**config.mk**
```make
export PLATFORM = sky130hd
export DESIGN_NAME = rr_bus_arbiter4
export DESIGN_NICKNAME = d
export VERILOG_FILES = /design/src/rtl/arb_pkg.sv /design/src/rtl/rr_pick4.sv /design/src/rtl/rr_bus_arbiter4.sv
export SDC_FILE = /design/constraint.sdc
export NUM_CORES = 1
export LEC_CHECK = 0
export ABC_AREA = 1
export ABC_CLOCK_PERIOD_IN_PS = 1500
export BUFFER_PORTS_ARGS = -buffer_cell sky130_fd_sc_hd__clkbuf_2
export CAP_MARGIN = 20
export CORE_MARGIN = 2
export CORE_UTILIZATION = 45
export CTS_BUF_LIST = sky130_fd_sc_hd__clkbuf_16
export CTS_CLUSTER_DIAMETER = 50
export DETAILED_ROUTE_END_ITERATION = 16
export GPL_TIMING_DRIVEN = 1
export PLACE_DENSITY = 0.83
export REMOVE_ABC_BUFFERS = 1
export SLEW_MARGIN = 20
export SYNTH_ARGS = -nofsm -noshare
export SYNTH_HDL_FRONTEND = slang
export SYNTH_HIERARCHICAL = 1
export SYNTH_SLANG_ARGS = --single-unit
```
**constraint.sdc**
```tcl
create_clock -name clk -period 1.5 [get_ports clk]
set_clock_uncertainty 0.1 [all_clocks]
set_input_delay 0.3 -clock clk [delete_from_list [all_inputs] [get_ports clk]]
set_output_delay 0.3 -clock clk [all_outputs]
set_load 0.02 [all_outputs]
```
**src/rtl/arb_pkg.sv**
```systemverilog
// Shared definitions for the four-way round-robin bus arbiter: requester count,
// FSM state encoding and hold counter width.
package arb_pkg;

  localparam int NREQ   = 4;
  localparam int HOLD_W = 8;

  typedef enum logic [1:0] {
    IDLE  = 2'b00,
    GRANT = 2'b01,
    TURN  = 2'b10
  } arb_state_e;

  function automatic logic [NREQ-1:0] onehot4(input logic [1:0] idx);
    return 4'b0001 << idx;
  endfunction

endpackage

```
**src/rtl/rr_pick4.sv**
```systemverilog
// Combinational round-robin picker: first requester found scanning from ptr
// upward, modulo 4.
module rr_pick4
  import arb_pkg::*;
(
  input  logic [NREQ-1:0] req,
  input  logic [1:0]      ptr,
  output logic            valid,
  output logic [1:0]      idx
);

  logic [1:0] cand;

  // Scan from farthest to nearest so the entry closest to ptr wins last.
  always_comb begin
    valid = 1'b0;
    idx   = ptr;
    cand  = ptr;
    for (int k = NREQ - 1; k >= 0; k--) begin
      cand = ptr + 2'(k);
      if (req[cand]) begin
        valid = 1'b1;
        idx   = cand;
      end
    end
  end

endmodule

```
**src/rtl/rr_bus_arbiter4.sv**
```systemverilog
// Four-requester round-robin bus arbiter with registered one-hot grant, a
// one-cycle bus turnaround and a pulled-down shared data bus.
// Define ARB_TIMEOUT_EN to force release after HOLD_MAX grant cycles.
module rr_bus_arbiter4
  import arb_pkg::*;
#(
  parameter int HOLD_MAX = 8
) (
  input  logic            clk,
  input  logic            rst,
  input  logic [NREQ-1:0] req,
  input  logic [NREQ-1:0] done,
  input  logic [NREQ-1:0] i,
  output logic [NREQ-1:0] gnt,
  output logic [1:0]      sel,
  output logic            busy,
  output logic            out,
  output logic            timeout
);

  arb_state_e      state_q, state_d;
  logic [NREQ-1:0] gnt_q, gnt_d;
  logic [NREQ-1:0] req_q;
  logic [1:0]      sel_q, sel_d;
  logic [1:0]      ptr_q, ptr_d;
  logic            timeout_q, timeout_d;
  logic            pick_valid;
  logic [1:0]      pick_idx;
  logic            owner_release;

`ifdef ARB_TIMEOUT_EN
  localparam logic [HOLD_W-1:0] HOLD_LAST = HOLD_W'(HOLD_MAX - 1);
  logic [HOLD_W-1:0] hold_q, hold_d;
`else
  localparam int HOLD_MAX_UNUSED = HOLD_MAX;
`endif

  // Arbitration sees the registered request, adding one cycle of grant latency.
  rr_pick4 u_pick (
    .req   (req_q),
    .ptr   (ptr_q),
    .valid (pick_valid),
    .idx   (pick_idx)
  );

  assign owner_release = done[sel_q] | ~req[sel_q];

  always_comb begin
    state_d   = state_q;
    gnt_d     = gnt_q;
    sel_d     = sel_q;
    ptr_d     = ptr_q;
    timeout_d = 1'b0;
`ifdef ARB_TIMEOUT_EN
    hold_d    = hold_q;
`endif
    case (state_q)
      IDLE, TURN: begin
        gnt_d = '0;
        if (pick_valid) begin
          state_d = GRANT;
          gnt_d   = onehot4(pick_idx);
          sel_d   = pick_idx;
`ifdef ARB_TIMEOUT_EN
          hold_d  = '0;
`endif
        end else begin
          state_d = IDLE;
        end
      end
      GRANT: begin
        if (owner_release) begin
          state_d = TURN;
          gnt_d   = '0;
          ptr_d   = sel_q + 2'd1;
        end
`ifdef ARB_TIMEOUT_EN
        // A normal release in the last allowed cycle wins over the forced one.
        else if (hold_q == HOLD_LAST) begin
          state_d   = TURN;
          gnt_d     = '0;
          ptr_d     = sel_q + 2'd1;
          timeout_d = 1'b1;
        end
        if (hold_q != {HOLD_W{1'b1}}) begin
          hold_d = hold_q + 1'b1;
        end
`endif
      end
      default: begin
        state_d = IDLE;
        gnt_d   = '0;
      end
    endcase
  end

  always_ff @(posedge clk) begin
    if (rst) begin
      state_q   <= IDLE;
      gnt_q     <= '0;
      req_q     <= '0;
      sel_q     <= 2'd0;
      ptr_q     <= 2'd0;
      timeout_q <= 1'b0;
`ifdef ARB_TIMEOUT_EN
      hold_q    <= '0;
`endif
    end else begin
      state_q   <= state_d;
      gnt_q     <= gnt_d;
      req_q     <= req;
      sel_q     <= sel_d;
      ptr_q     <= ptr_d;
      timeout_q <= timeout_d;
`ifdef ARB_TIMEOUT_EN
      hold_q    <= hold_d;
`endif
    end
  end

  assign gnt     = gnt_q;
  assign sel     = sel_q;
  assign busy    = |gnt_q;
  assign out     = busy ? i[sel_q] : 1'b0;
  assign timeout = timeout_q;

endmodule

```
==> impl_results.md <==
* Post-synth top area cell: dfxtp_1
* Vias in the first global route at 1,079
* Failing checks: negative setup slack
* Post-synthesis register bit count at 14
* Latest clock arrival within the worst-skew pair at 0.24 ns
* IO Port Bufs at 21
* Total power at 3.41 mW
* Number of DRC markers in iteration 0 at 24
* CTS tree: built
* CP Data Required Time at 1.58 ns
* Clock Power Share at 0.144
* First-pass GRT wire length at 4.66 mm
* R2R cell count at 13
* Leakage at 0.705 nW
* Inserted Diodes at 0
* Largest cells by area after synthesis: dfxtp_1 (30%), nand2_1 (17%), inv_1 (11%)
* Final Setup Violations at 8
* Switching share of power at 0.465
* Main synth FF type: dfxtp_1
* Layout area overhead at 43.5%
* Met2 usage in global routing at 0.444
* Max VDD drop at 1.54 mV
* Max-cap violations at 0
* Maximum fanout along the worst path at 7
* Nets at 201
* Final worst setup slack at -0.238 ns
* Initial Utilization at 0.477
* CTS Sinks at 14
* Pre-CTS WS at -0.285 ns
* RSZ-0062 raised after global routing: true
* Post-synth EDFFs at 0
* Cell count after synthesis at 153
* Clk pin slew, worst setup/hold paths at 0.05 ns
* Core region area at 1980 sq um
* Yosys warnings at 6
* CTS buffer count at 3
* P_int at 1.82 mW
* Power Dens Cells at 2510 nW/um^2
* Critical Path Sink Type: register
* CTS H-Tree Depth at 1
* Final Max Tran Viols at 0
* Rows at 16
* HP Class: input port to register
* DRC violations left at 0
* Via-to-Cell Ratio at 5.14
* Mean Syn Cell Area at 6.18 sq um
* Routed len/inst at 13.2 microns
* Startpoint types: register
* Fmax at 0.575 GHz
* Die width at 49.8 microns
* Final GP Congestion at 0.870
* Cell variety after synth at 24
* Placed Cells at 205
* DPL Wire Length at 1.70 mm
* Gr usage total at 0.240
* Final worst path period need at 1.74 ns
* GR Overflow Total at 0
* Status: finished with violations
* Antenna viol nets, final at 0
* Vias post-DR at 1,089
* Worst hold path cell count at 3
* Period utilization at 1.16
* Clk buf depth at 2
* Most crowded layer after global routing: met2
* Largest net degree at the start of global routing at 11
* Share of the synthesized area in the top cell type at 0.296
* Io pins at 23
* DR pass1 iterations at 4
* Most numerous cell in the Yosys netlist: nand2_1
* Combinational share of power at 0.660
* Root Buffer: clkbuf_16
* Initial antenna violation count at 0
* Die Footprint at 2480 sq um
* WL final at 2.79 mm
* Post-synth ARST share at 0
* Critical Path AT at 1.82 ns
* Mapped cell area at 946 sq um
* Psw at 1.58 mW
* Sequential area share after synthesis at 0.296
* Top post-synthesis cells by count: nand2_1 (44), inv_1 (27), nor2_1 (18)
* Sequential power share at 0.195
* Non-filler cells, final at 212
* Die Height at 49.8 microns
* Hold Vio Cnt, Final at 0
* Met3 Usage GRT at 0.0333
* M1 GR Usage at 0.277
* Fill count at 145
* Ratio of cells with drive above 1 in the final layout at 0.422
* WS Path Type: register to register
[kinds of logic after synthesis]
family / count (synthesis) / share of synthesized area
compound gates: 12 / 0.0714
xor+xnor: 1 / 0.00926
buf+inv: 36 / 0.169
flops: 14 / 0.296
other cells: 1 / 0.00396
simple gates: 89 / 0.450
[placed cells by master, fill, tap and decap left out, types with 2 or more instances in the layout]
master,instances
inv_4,2
clkbuf_16,3
nand3_2,4
nor2_2,3
clkbuf_2,19
dfxtp_4,2
dfxtp_1,9
nand2_2,11
o21ai_0,2
buf_4,8
inv_2,5
nand3_1,8
nand2_1,36
nand4_1,4
dfxtp_2,3
buf_6,5
inv_1,24
a21oi_2,2
nand3_4,3
nor2_1,17
a21oi_1,3
[path summary, 6_finish.rpt]
kind,start,endpoint,slack (ns)
min,req[0],req_q[0]$_SDFF_PP0_,0.16
max reg2reg,ptr_q[0]$_SDFFE_PP0P_,gnt[1]$_SDFFE_PP0P_,-0.24
min reg2reg,sel[1]$_SDFFE_PP0P_,sel[1]$_SDFFE_PP0P_,0.44
max,ptr_q[0]$_SDFFE_PP0P_,gnt[1]$_SDFFE_PP0P_,-0.24
[per-layer routing]
metal  up-vias  part of all wire
met5         -                 0
met4         0            0.0082
met3         4             0.052
met2        43              0.56
met1       511              0.38
li1        531                 -
[repair_timing]
| action | CTS | global route |
|---|---|---|
| endpoints found under the hold margin | 0 | 0 |
| pin swaps | 21 | 16 |
| gates resized for setup | 26 | 22 |
| endpoints found under the setup margin | 9 | 9 |
| hold buffers | 0 | 0 |
| buffers inserted | 4 | 2 |
[power by group through the flow]
stage	sequential [mW]	combinational [mW]	clock, mW
CTS	0.642	1.91	0.490
global placement	0.585	1.62	0
finish	0.666	2.25	0.492
detailed placement	0.590	1.67	0
global route	0.680	2.43	0.513
floorplan	0.697	0.993	0
[final cells by class]
type,count,area (sq um),area share
Sequential cell,14,292,0.215
Clock buffer,3,75.1,0.0553
Tap cell,27,33.8,0.0249
Multi-Input combinational cell,103,602,0.443
Inverter,32,130,0.0959
Timing Repair Buffer,33,225,0.166
[critical path: stages, from the launching register on]
cell and delay [ns]:
dfxtp_4 0.37, buf_6 0.14, o21ai_4 0.17, nand2_1 0.07
nand2_1 0.07, nand2_1 0.06, nand2_2 0.07, nand3_2 0.07
nand2_2 0.10, nand2_2 0.06, or2_1 0.20, nand2_1 0.07
inv_1 0.04, nor2_1 0.07
[metrics by stage]
step	area (sq um)	setup TNS, ns	util	hold WS, ns
detailed placement	1120	-1.29	0.565	0.415
global route	1360	-2.02	0.685	0.182
finish	1360	-1.23	0.685	0.164
floorplan	908	-0.548	-	0.269
global placement	1120	-0.894	0.565	0.410
CTS	1280	-1.07	0.648	0.167
[registers in the layout (all words and copies together) (netlist names)]
register / count
gnt: 4
ptr_q: 2
req_q: 4
sel: 2
state_q: 2
Power figures use the tool's default switching activity.
